### config.mk
export PLATFORM = sky130hd
export DESIGN_NAME = mc_ctrl
export DESIGN_NICKNAME = d
export VERILOG_FILES = /design/src/rtl/mc_ctrl.sv
export SDC_FILE = /design/constraint.sdc
export NUM_CORES = 1
export LEC_CHECK = 0
export CAP_MARGIN = 30
export CELL_PAD_IN_SITES_DETAIL_PLACEMENT = 0
export CELL_PAD_IN_SITES_GLOBAL_PLACEMENT = 1
export CORE_MARGIN = 8
export CORE_UTILIZATION = 28
export DETAILED_ROUTE_END_ITERATION = 7
export HOLD_SLACK_MARGIN = 0.12
export PLACE_DENSITY_LB_ADDON = 0.1
export SYNTH_ARGS = -nofsm -noshare
export SYNTH_HDL_FRONTEND = slang
export SYNTH_SLANG_ARGS = --single-unit
### constraint.sdc
create_clock -name clk -period 2.2 [get_ports clk]
set_input_delay 0.44 -clock clk [delete_from_list [all_inputs] [get_ports clk]]
set_output_delay 0.44 -clock clk [all_outputs]
set_load 0.005 [all_outputs]
### src/rtl/mc_ctrl.sv
// Multi-cycle MIPS-subset control unit.
// Sequences fetch/decode/execute for a single-issue datapath. It drives the
// datapath select lines, runs the instruction- and data-memory handshakes,
// traps on unsupported encodings and counts retired instructions.
//
// Handshake: a request is raised on entry to FETCH, MEM_RD or MEM_WR and is
// held every cycle until the matching ack is seen high. The transfer completes
// on the rising edge that ends the ack cycle. Acks seen in any other state are
// ignored.
module mc_ctrl #(
  parameter int CNT_W = 32
) (
  input  logic             clk,
  input  logic             rst,
  input  logic [31:0]      inst,
  input  logic             zero,
  output logic             imem_req,
  input  logic             imem_ack,
  output logic             dmem_req,
  output logic             dmem_we,
  input  logic             dmem_ack,
  output logic             IRWrite,
  output logic             ALUSrc_A,
  output logic             ALUSrc_B,
  output logic [2:0]       ALU_Control,
  output logic [1:0]       Branch,
  output logic [1:0]       DatatoReg,
  output logic [1:0]       RegDst,
  output logic             RegWrite,
  output logic             PCEN,
  output logic             illegal,
  output logic [3:0]       state,
  output logic [CNT_W-1:0] retired
);

  typedef enum logic [3:0] {
    S_IDLE   = 4'd0,
    S_FETCH  = 4'd1,
    S_DECODE = 4'd2,
    S_EXEC   = 4'd3,
    S_MEM_RD = 4'd4,
    S_MEM_WR = 4'd5,
    S_BRANCH = 4'd6,
    S_JUMP   = 4'd7,
    S_TRAP   = 4'd8
  } state_t;

  localparam logic [2:0] ALU_AND = 3'b000;
  localparam logic [2:0] ALU_OR  = 3'b001;
  localparam logic [2:0] ALU_ADD = 3'b010;
  localparam logic [2:0] ALU_XOR = 3'b011;
  localparam logic [2:0] ALU_NOR = 3'b100;
  localparam logic [2:0] ALU_SRL = 3'b101;
  localparam logic [2:0] ALU_SUB = 3'b110;
  localparam logic [2:0] ALU_SLT = 3'b111;

  localparam logic [5:0] OP_R    = 6'b000000;
  localparam logic [5:0] OP_ADDI = 6'b001000;
  localparam logic [5:0] OP_SLTI = 6'b001010;
  localparam logic [5:0] OP_LUI  = 6'b001111;
  localparam logic [5:0] OP_LW   = 6'b100011;
  localparam logic [5:0] OP_SW   = 6'b101011;
  localparam logic [5:0] OP_BEQ  = 6'b000100;
  localparam logic [5:0] OP_BNE  = 6'b000101;
  localparam logic [5:0] OP_J    = 6'b000010;
  localparam logic [5:0] OP_JAL  = 6'b000011;

  localparam logic [5:0] FN_ADD = 6'b100000;
  localparam logic [5:0] FN_SUB = 6'b100010;
  localparam logic [5:0] FN_AND = 6'b100100;
  localparam logic [5:0] FN_OR  = 6'b100101;
  localparam logic [5:0] FN_NOR = 6'b100111;
  localparam logic [5:0] FN_SLT = 6'b101010;
  localparam logic [5:0] FN_SRL = 6'b000010;
  localparam logic [5:0] FN_JR  = 6'b001000;

  state_t     cur;
  state_t     dec_next;
  logic [5:0] opcode;
  logic [5:0] funct;
  logic       r_valid;
  logic [2:0] r_alu;
  logic       unused_inst_bits;

  assign opcode           = inst[31:26];
  assign funct            = inst[5:0];
  assign unused_inst_bits = ^inst[25:6];
  assign state            = cur;

  // Classify the held instruction: R-type ALU op code and decode target state.
  always_comb begin
    r_valid  = 1'b1;
    r_alu    = ALU_AND;
    dec_next = S_TRAP;
    case (funct)
      FN_ADD:  r_alu = ALU_ADD;
      FN_SUB:  r_alu = ALU_SUB;
      FN_AND:  r_alu = ALU_AND;
      FN_OR:   r_alu = ALU_OR;
      FN_NOR:  r_alu = ALU_NOR;
      FN_SLT:  r_alu = ALU_SLT;
      FN_SRL:  r_alu = ALU_SRL;
      default: r_valid = 1'b0;
    endcase
    case (opcode)
      OP_R: begin
        if (r_valid)              dec_next = S_EXEC;
        else if (funct == FN_JR)  dec_next = S_JUMP;
        else                      dec_next = S_TRAP;
      end
      OP_ADDI, OP_SLTI, OP_LUI:   dec_next = S_EXEC;
      OP_LW:                      dec_next = S_MEM_RD;
      OP_SW:                      dec_next = S_MEM_WR;
      OP_BEQ, OP_BNE:             dec_next = S_BRANCH;
      OP_J, OP_JAL:               dec_next = S_JUMP;
      default:                    dec_next = S_TRAP;
    endcase
  end

  // State register; TRAP is terminal until reset.
  always_ff @(posedge clk or negedge rst) begin
    if (!rst) begin
      cur <= S_IDLE;
    end else begin
      case (cur)
        S_IDLE:   cur <= S_FETCH;
        S_FETCH:  if (imem_ack) cur <= S_DECODE;
        S_DECODE: cur <= dec_next;
        S_EXEC, S_BRANCH, S_JUMP: cur <= S_FETCH;
        S_MEM_RD, S_MEM_WR: if (dmem_ack) cur <= S_FETCH;
        S_TRAP:   cur <= S_TRAP;
        default:  cur <= S_IDLE;
      endcase
    end
  end

  // Datapath controls decoded from state; acks and zero act in the same cycle.
  always_comb begin
    imem_req    = 1'b0;
    dmem_req    = 1'b0;
    dmem_we     = 1'b0;
    IRWrite     = 1'b0;
    ALUSrc_A    = 1'b0;
    ALUSrc_B    = 1'b0;
    ALU_Control = ALU_AND;
    Branch      = 2'b00;
    DatatoReg   = 2'b00;
    RegDst      = 2'b00;
    RegWrite    = 1'b0;
    PCEN        = 1'b0;
    illegal     = 1'b0;
    case (cur)
      S_FETCH: begin
        imem_req = 1'b1;
        IRWrite  = imem_ack;
      end
      S_EXEC: begin
        RegWrite = 1'b1;
        PCEN     = 1'b1;
        if (opcode == OP_R) begin
          RegDst      = 2'b01;
          ALU_Control = r_alu;
          ALUSrc_A    = (funct == FN_SRL);
        end else if (opcode == OP_ADDI) begin
          ALUSrc_B    = 1'b1;
          ALU_Control = ALU_ADD;
        end else if (opcode == OP_SLTI) begin
          ALUSrc_B    = 1'b1;
          ALU_Control = ALU_SLT;
        end else begin
          DatatoReg   = 2'b10;
        end
      end
      S_MEM_RD: begin
        dmem_req    = 1'b1;
        ALUSrc_B    = 1'b1;
        ALU_Control = ALU_ADD;
        if (dmem_ack) begin
          RegWrite  = 1'b1;
          DatatoReg = 2'b01;
          PCEN      = 1'b1;
        end
      end
      S_MEM_WR: begin
        dmem_req    = 1'b1;
        dmem_we     = 1'b1;
        ALUSrc_B    = 1'b1;
        ALU_Control = ALU_ADD;
        PCEN        = dmem_ack;
      end
      S_BRANCH: begin
        ALU_Control = ALU_SUB;
        PCEN        = 1'b1;
        if ((opcode == OP_BEQ && zero) || (opcode == OP_BNE && !zero))
          Branch = 2'b01;
      end
      S_JUMP: begin
        PCEN = 1'b1;
        if (opcode == OP_R) begin
          Branch = 2'b11;
        end else begin
          Branch = 2'b10;
          if (opcode == OP_JAL) begin
            RegWrite  = 1'b1;
            RegDst    = 2'b10;
            DatatoReg = 2'b11;
          end
        end
      end
      S_TRAP:  illegal = 1'b1;
      default: ;
    endcase
  end

  // Retired-instruction counter: one step per PC update, wraps naturally.
  always_ff @(posedge clk or negedge rst) begin
    if (!rst)      retired <= '0;
    else if (PCEN) retired <= retired + CNT_W'(1);
  end

endmodule

Yosys cells after proc, flatten, opt, wreduce, memory -nomap -nowiden
Cells that the tools add are included.
- register bits: 36
- input port bits: 37
- word-level logic and storage cells: 86
- output and inout bits: 54
- $add $sub $neg: 1
- eq/ne operators: 27
- multiplexer cells: 42
- reductions and logical operators: 14
- operators with widths (kind ; number):
    6-bit == test, second input constant ; 8
    32-bit by 1-bit adder with 32-bit output, second input constant ; 1
    6-bit by 4-bit == test with 1-bit output, second input constant ; 4
    4-bit case mux with 6 select lines ; 1
    4-bit case mux with 5 select lines ; 1
    6-bit by 2-bit == test with 1-bit output, second input constant ; 3
    1-bit two-way mux ; 18
    3-bit case mux with 6 select lines ; 1
    4-bit by 3-bit == test with 1-bit output, second input constant ; 4
    4-bit two-way mux ; 4
    2-bit two-way mux ; 7
    6-bit by 3-bit == test with 1-bit output, second input constant ; 2
    3-bit two-way mux ; 3
    3-bit case mux with 3 select lines ; 1
    4-bit by 2-bit == test with 1-bit output, second input constant ; 2
    2-bit case mux with 2 select lines ; 2
    7-bit OR reduction ; 1
    6-bit logical NOT ; 1
    1-bit case mux with 3 select lines ; 2
    2-bit case mux with 3 select lines ; 1
    2-bit OR reduction ; 3
    3-bit OR reduction ; 2
    4-bit by 1-bit == test with 1-bit output, second input constant ; 1
    4-bit == test, second input constant ; 1
    9 further kinds ; 10

Logic depth before layout (Yosys ltp)
Gate-level depths: netlist (run 1).
- depth after elaboration: 6
- mapped depth: 7
- depth with buffers taken out: 6

Worst setup path before layout (run 1)
Ideal clock, no wire load.
- kind: input -> output
- from: in inst[31]
- to: out ALU_Control[1]
- arrival time: 1.891 ns
- path buffers: 0
- stages: 6
- required time: 1.760 ns
- slack: -0.131 ns
- cells stage by stage: or4_1 or3_1 or2_2 inv_1 nand4_1 o21ai_0
- word-level cells in the longest chain between the ends: 5
- RTL lines (what ; line ; source):
    start, declared ; 15 ; input logic [31:0] inst,
    6-bit by 4-bit == test with 1-bit output ; 167 ; end else if (opcode == OP_SLTI) begin
    3-bit two-way mux ; 167 ;
    3-bit two-way mux ; 164 ; end else if (opcode == OP_ADDI) begin
    3-bit two-way mux (*) ; 160 ; if (opcode == OP_R) begin
    3-bit case mux with 3 select lines (*) ; 152 ; case (cur)
    end, declared ; 25 ; output logic [2:0] ALU_Control,
Every way passes the cells marked *; elsewhere a longest branch is shown, timed or not.

Worst setup path in the final report (run 1)
- from: in inst[28]
- to: out ALU_Control[1]
The elaborated chain is that of the path after synthesis.

==> impl_results.md, run 1 <==
- Status: finished, violations left
- Failing checks: setup timing
- Core ar.: between 0.007 and 0.008 mm2
- Chip height: approximately 110 um
- PD cells: ~660 mW/mm2
- Worst Tran Pin Value: ~0.79 ns
- Library cells used by synthesis: between 40 and 50
- Critical Path, Cell by Cell: buf_6 > or4_4 > or3_4 > or2_4 > inv_2 > nand4_1 > o21ai_1 > buf_2
- Fin worst setup slack: -0.248 ns
- Vias in the first global route: around 2,300
- Compound-cell area share of the yosys netlist: between 10% and 20%
- Lkg Pwr: approximately 1.6 nW
- Yosys top cell by area: dfrtp_1
- Mapped cell area: ~0.0022 mm2
- GR Overflow Total: 0
- CP startpoint kind: input pin
- Post-Synth Adder-Cell Area: less than 1%
- # IOs: 91
- Clock tree sinks: 36
- Die X: about 110 um
- Avg Inst Size Synth: between 9 and 10 um2
- Largest net degree at the start of global routing: 37
- Number of synthesized flops with an enable pin: 0
- Routed vias/inst: 4.70
- Clk slew on worst S/H paths: ~0.07 ns
- CP endpoint kind: primary output
- XOR/XNOR Fraction of Synth Area: a little over an eighth
- CTS Buffer Depth: 2
- Area share of the largest cell type after synthesis: just over 40%
- Post-synthesis mux area share: less than 1%
- Placed cell areas: between 0.003 and 0.004 mm2
- Period utilization: 111%
- Worst-path maximum fanout: 2
- Final core occ: 46.8%
- Max-slew headroom: between 40 and 50%
- Max Cap Viol: 0
- Clock Skew: slightly above 0.008 ns
- Crit Path Class: in2out
- R2r worst-path depth: 8
- CP peak stage delay: about 0.53 ns
- Worst path arrival time: around 2 ns
- Clock Latency Late Sink: ~0.29 ns
- RSZ-0062 raised after global routing: yes
- Share of layout cells above drive strength 1: between 20 and 30%
- Slowest-stage cell, CP: or4_4
- Drc violations: 0
- Routed len/inst: approximately 14 um
- Gpl congestion: between 0.8 and 0.9
- GRT Resource Usage Total: 12.3%
- CTS tree: built
- Area growth from synthesis to layout: 61.9%
- H-tree levels: 2
- Period minus WS final: 2.45 ns
- Layout fillers: 780
- #FFs+latches synth: 36
- First-pass DRT Iterations: 4
- Initial Utilization: 28.9%
- Mapped Cells: approximately 250
- Max Slew Vio Count: 0
- Worst vdd ir: 0.000582 V
- PortBufs: 70
- Req. time, crit path: 1.76 ns
- Initial antenna violation count: 0
- Post-CTS Hold Buffers: 0
- Via count: about 2,200
- Post-synthesis simple-gate area fraction: a little under a third
- Root Driver: clkbuf_8
- Num CTS Buffers: 5
- Fin nets: ~400
- Post-route cell area: between 0.003 and 0.004 mm2
- Iter 0 DRT Violations: between 40 and 50
- Pre-CTS setup slack: -1.04 ns
- Post-synth top flop: dfrtp_1
- Max Freq: around 410 MHz
- Post-synth ARST share: 100%
- Syn. warnings: 0
- Fin. Hold Viols: 0
- Final setup violation count: 4
- Final WL: a little under 7000 um
- First-pass GRT wire length: roughly 11,000 um
- Syn Nets: approximately 290
- Dpl hpwl: about 5400 um
- Post-route ant nets: 0
- Seq/Total Area, Yosys: between 40% and 50%
- Ranking of synthesized cells by area: dfrtp_1, xnor2_1, xor2_1
- Main combinational cell family by area after synthesis: simple AND/OR/NAND/NOR gates
- Die area: roughly 0.011 mm2
- Row count: 32
- Worst min path class: in2async
- Diodes inserted: 0
worst paths after layout:
check                            startpoint              to  slack (ns)
worst max-delay path               inst[28]  ALU_Control[1]       -0.25
worst max register to register     state[0]     retired[14]        0.13
max in group asynchronous               rst      retired[1]        1.46
worst min-delay path                    rst     retired[25]        0.23
worst min register to register  retired[31]     retired[31]        0.47
min in group clk                retired[31]     retired[31]        0.47
cells in the final DEF (no fill, tap or decap), types with 3 or more instances in the layout:
cell             count
buf_6                5
buf_4               55
nor2b_1              4
xnor2_1             19
nand4_1              9
dlygate4sd2_1       13
a21o_1               3
buf_2                9
a31oi_1              3
and4_1               4
dfrtp_1             36
nand4b_1             3
o21ai_0              7
nor3_1               4
nor2_1              22
or4_4                3
clkbuf_8             5
clkdlybuf4s50_1     41
and3_1               4
nor3b_1              4
nand2_1             25
a22o_1               3
inv_1                9
xor2_1              15
nand3_1             10
a21oi_1              3
nor3_2               5
metal layers:
metal | part of all wire, % | vias to the layer above | track usage [%]
met5 | 0 | - | 0
met4 | 0.59 | 0 | 2.34
met3 | 6.1 | 7 | 3.96
met2 | 46 | 42 | 19.3
met1 | 47 | 1060 | 16.1
li1 | - | 1130 | -
repair_timing:
item                                   4_1_cts  5_1_grt
setup buffers                                6        2
resized for setup                           85        6
pin swaps                                   13        8
setup endpoints to repair                   20       10
endpoints found under the hold margin        0        0
cloned                                       0        0
cells by family (layout without fill, tap and decap cells):
| family | count (synthesis) | after routing |
|---|---|---|
| compound gates | 34 | 34 |
| xor+xnor | 34 | 34 |
| fa+ha+maj | 1 | 1 |
| buf+inv | 21 | 147 |
| flops | 36 | 36 |
| mux | 1 | 1 |
| simple gates | 121 | 121 |
metrics by stage:
stage / setup TNS (ns) / power (mW) / cells / hold WS (ns)
after floorplan: -0.0820 / 1.18 / 248 / 0.144
after global placement: -11.10 / 1.76 / 460 / 0.456
after detailed placement: -11.32 / 1.76 / 460 / 0.458
after CTS: -0.677 / 2.42 / 474 / 0.264
after global routing: -1.05 / 2.55 / 476 / 0.311
final: -0.726 / 2.39 / 476 / 0.234
worst max-delay path, delay by kind of cell:
family	cells	cell delay, ns
simple gates	4	1.23
compound gates	1	0.08
buf+inv	3	0.27
synthesized netlist by cell type, types with 3 or more instances:
cell type	instances
a21o_1	3
a21oi_1	3
a22o_1	3
a31oi_1	3
and3_1	4
and4_1	4
clkbuf_1	8
dfrtp_1	36
inv_1	11
nand2_1	26
nand3_1	12
nand4_1	9
nand4b_1	3
nor2_1	24
nor2b_1	4
nor3_1	7
nor3b_1	4
nor4b_1	4
o21ai_0	8
or3_1	4
xnor2_1	19
xor2_1	15
power by group:
group	internal [mW]	switching (mW)
combinational	0.569	0.426
sequential	0.740	0.0760
clock	0.335	0.245
cell type report:
cell class | count | area [um2] | area share (%)
clock buffers | 5 | 68.8 | 1.90
clock inverters | 3 | 42.5 | 1.18
inverters | 11 | 41.3 | 1.14
multi-input cells | 191 | 1350 | 37.2
flip-flops and latches | 36 | 901 | 24.9
well taps | 102 | 128 | 3.53
repair buffers | 128 | 1090 | 30.1
registers in the layout, indices dropped and copies added, names as in the netlist:
register / flops
retired: 32
state: 4
Power figures use the tool's default switching activity.
==> inputs of run 2 (changes only) <==
--- a/config.mk
+++ b/config.mk
@@ -9,8 +9,9 @@
 export CELL_PAD_IN_SITES_DETAIL_PLACEMENT = 0
 export CELL_PAD_IN_SITES_GLOBAL_PLACEMENT = 1
 export CORE_MARGIN = 8
-export CORE_UTILIZATION = 28
+export CORE_UTILIZATION = 41
 export DETAILED_ROUTE_END_ITERATION = 7
+export DONT_BUFFER_PORTS = 1
 export HOLD_SLACK_MARGIN = 0.12
 export PLACE_DENSITY_LB_ADDON = 0.1
 export SYNTH_ARGS = -nofsm -noshare
==> run 2 against run 1 <==
Against the previous run: the run still ends with setup timing left; global-route usage increased by 2.0 points; non-clock buffer count fell by 112; first-iteration DRC count grew to 2.9 times the previous value; sequential power increased by 2.5%; wire length shrank 14%; final cell count is 30% lower; critical path type unchanged; largest cell class unchanged.
==> impl_results.md, run 2 (synthesis gave the netlist of run 1 again) <==
- Status: finished, violations left
- Failing checks: setup timing
- Crit Path Class: in2out
- Clk slew on worst S/H paths: ~0.070 ns
- Vias in the first global route: about 1,800
- Worst path arrival time: between 1.5 and 2 ns
- Num CTS Buffers: 5
- Fin worst setup slack: -0.0221 ns
- Worst Tran Pin Value: between 0.5 and 0.6 ns
- Worst vdd ir: roughly 0.00058 V
- Share of layout cells above drive strength 1: between 10% and 20%
- GRT Resource Usage Total: between 10 and 15%
- Psw: about 0.63 mW
- Row count: 27
- Fin. Hold Viols: 0
- Root Driver: clkbuf_8
- Commonest non-fill, non-tap cells in the layout: dfrtp_1, nand2_1, nor2_1
- Max reg flops: 32
- Lkg Pwr: a little under 1 nW
- Die X: approximately 90 um
- Max-slew headroom: between 60% and 70%
- Diodes inserted: 0
- GR Overflow Total: 0
- Period utilization: 101%
- RSZ-0062 raised after global routing: yes
- First-pass DRT Iterations: 4
- Routed vias/inst: ~5.5
- Drc violations: 0
- Max Slew Vio Count: 0
- First-pass GRT wire length: about 9500 um
- Largest Register: retired
- Register area: around 900 um2
- Reg2reg setup slack: between 0.15 and 0.2 ns
- Worst-path maximum fanout: 8
- Period minus WS final: ~2.2 ns
- Hold_sp: inst[4]
- Clock Latency Late Sink: between 0.2 and 0.3 ns
- Iter 0 DRT Violations: between 100 and 150
- CP endpoint kind: primary output
- H-tree levels: 2
- # IOs: ~90
- Via count: 1,850
- Initial antenna violation count: 0
- Total chip power: 1.82 mW
- Fin nets: approximately 300
- Final WL: ~5800 um
- Critical R2R Launch: state[2]
- Initial Utilization: approximately two fifths
- Max Freq: 450 MHz
- Worst min path class: in2reg
- Area growth from synthesis to layout: 12.7%
- Max Cap Viol: 0
- Routed len/inst: around 17 um
- Dpl hpwl: between 4000 and 5000 um
- Crit. Startpoint: inst[31]
- Req. time, crit path: 1.76 ns
- Switching share of power: about 34%
- Pre-CTS setup slack: -0.152 ns
- Multi-input gate area: 0.00126 mm2
- CP startpoint kind: input pin
- Gpl congestion: 0.771
- PortBufs: 0
- Setup bufs post-CTS: 0
- Layout fillers: between 500 and 600
- Chip height: roughly 90 um
- Clock Skew: 0.0132 ns
- Internal Power: between 1 and 1.5 mW
- Final core occ: about 47%
- Final setup violation count: 1
- CTS Buffer Depth: 2
- Reg power frac: between 40% and 50%
- Combinational Power Share: between 20% and 30%
- CTS tree: built
- Largest net degree at the start of global routing: 37
- Die area: between 0.008 and 0.009 mm2
- Commonest non-fill, non-tap cell in the layout: dfrtp_1
- Clock power frac: about a quarter
- PD cells: 724 mW/mm2
- Post-route ant nets: 0
- Clock tree sinks: 36
- Core ar.: 0.00537 mm2
[run 2: cell count changes in the layout (fill, tap and decap cells not counted), sizes merged]
cell           before  now
buf                69   15
clkdlybuf4s50      41    0
dlygate4sd2        13    0
clkdlybuf4s15       3    0
clkinv              1    3
bufinv              1    0
clkbuf              6    5
clkinvlp            1    0
dlygate4sd3         0    1
dlymetal6s2s        1    0
[run 2: final cells by class]
type,count,area share (%)
clock inverter,3,0.746
sequential,36,35.9
multi-input combinational,191,50.0
timing repair buffer,16,5.37
tap,72,3.58
inverter,11,1.64
clock buffer,5,2.74
[run 2: what timing repair did]
action	in CTS	in global routing
setup endpoints to repair	2	6
pin swaps	2	0
resized for setup	1	3
endpoints found under the hold margin	36	0
hold buffers	2	0
[run 2: layer usage]
metal / GRT usage [%] / routed length, um / vias up
met5: 0 / 0 / -
met4: 5.08 / 63 / 0
met3: 6.82 / 546 / 6
met2: 21.0 / 2570 / 61
met1: 17.8 / 2600 / 878
li1: - / - / 905
[run 2: per-stage QoR]
step | hold slack (ns) | cell area (um2) | setup TNS [ns] | instances
after floorplan | 0.144 | 2240 | -0.0820 | 248
after global placement | 0.145 | 2390 | -0.212 | 324
after detailed placement | 0.146 | 2390 | -0.201 | 324
after CTS | 0.329 | 2510 | -0.0404 | 334
after global routing | 0.338 | 2510 | -0.0771 | 334
final | 0.336 | 2510 | -0.0221 | 334
[run 2: power groups by stage]
stage	combinational [mW]	clock, mW	sequential, mW
CTS	0.517	0.496	0.837
floorplan	0.329	0	0.849
global placement	0.494	0	0.847
detailed placement	0.495	0	0.848
global route	0.576	0.513	0.848
finish	0.511	0.474	0.836
[run 2: worst paths after layout]
| kind | endpoint | cells past startpoint |
|---|---|---|
| worst max-delay path | ALU_Control[1] | 6 |
| worst min-delay path | state[3] | 2 |
| worst max register to register | retired[31] | 5 |
| worst min register to register | retired[31] | 1 |
| max in group asynchronous | state[2] | 2 |
| min in group asynchronous | retired[24] | 2 |
[run 2: worst max-delay path, cell delays in order]
cell and delay [ns]:
or4_4 0.51, or3_4 0.34, or2_4 0.24, inv_2 0.05
nand4_1 0.09, o21ai_2 0.11
==> inputs of run 3 (changes only) <==
--- a/config.mk
+++ b/config.mk
@@ -5,7 +5,7 @@
 export SDC_FILE = /design/constraint.sdc
 export NUM_CORES = 1
 export LEC_CHECK = 0
-export CAP_MARGIN = 30
+export CAP_MARGIN = 10
 export CELL_PAD_IN_SITES_DETAIL_PLACEMENT = 0
 export CELL_PAD_IN_SITES_GLOBAL_PLACEMENT = 1
 export CORE_MARGIN = 8
@@ -14,6 +14,7 @@
 export DONT_BUFFER_PORTS = 1
 export HOLD_SLACK_MARGIN = 0.12
 export PLACE_DENSITY_LB_ADDON = 0.1
+export SLEW_MARGIN = 20
 export SYNTH_ARGS = -nofsm -noshare
 export SYNTH_HDL_FRONTEND = slang
 export SYNTH_SLANG_ARGS = --single-unit
==> results of run 3 <==
Final layout, timing and power as in run 2 (identical DEF).
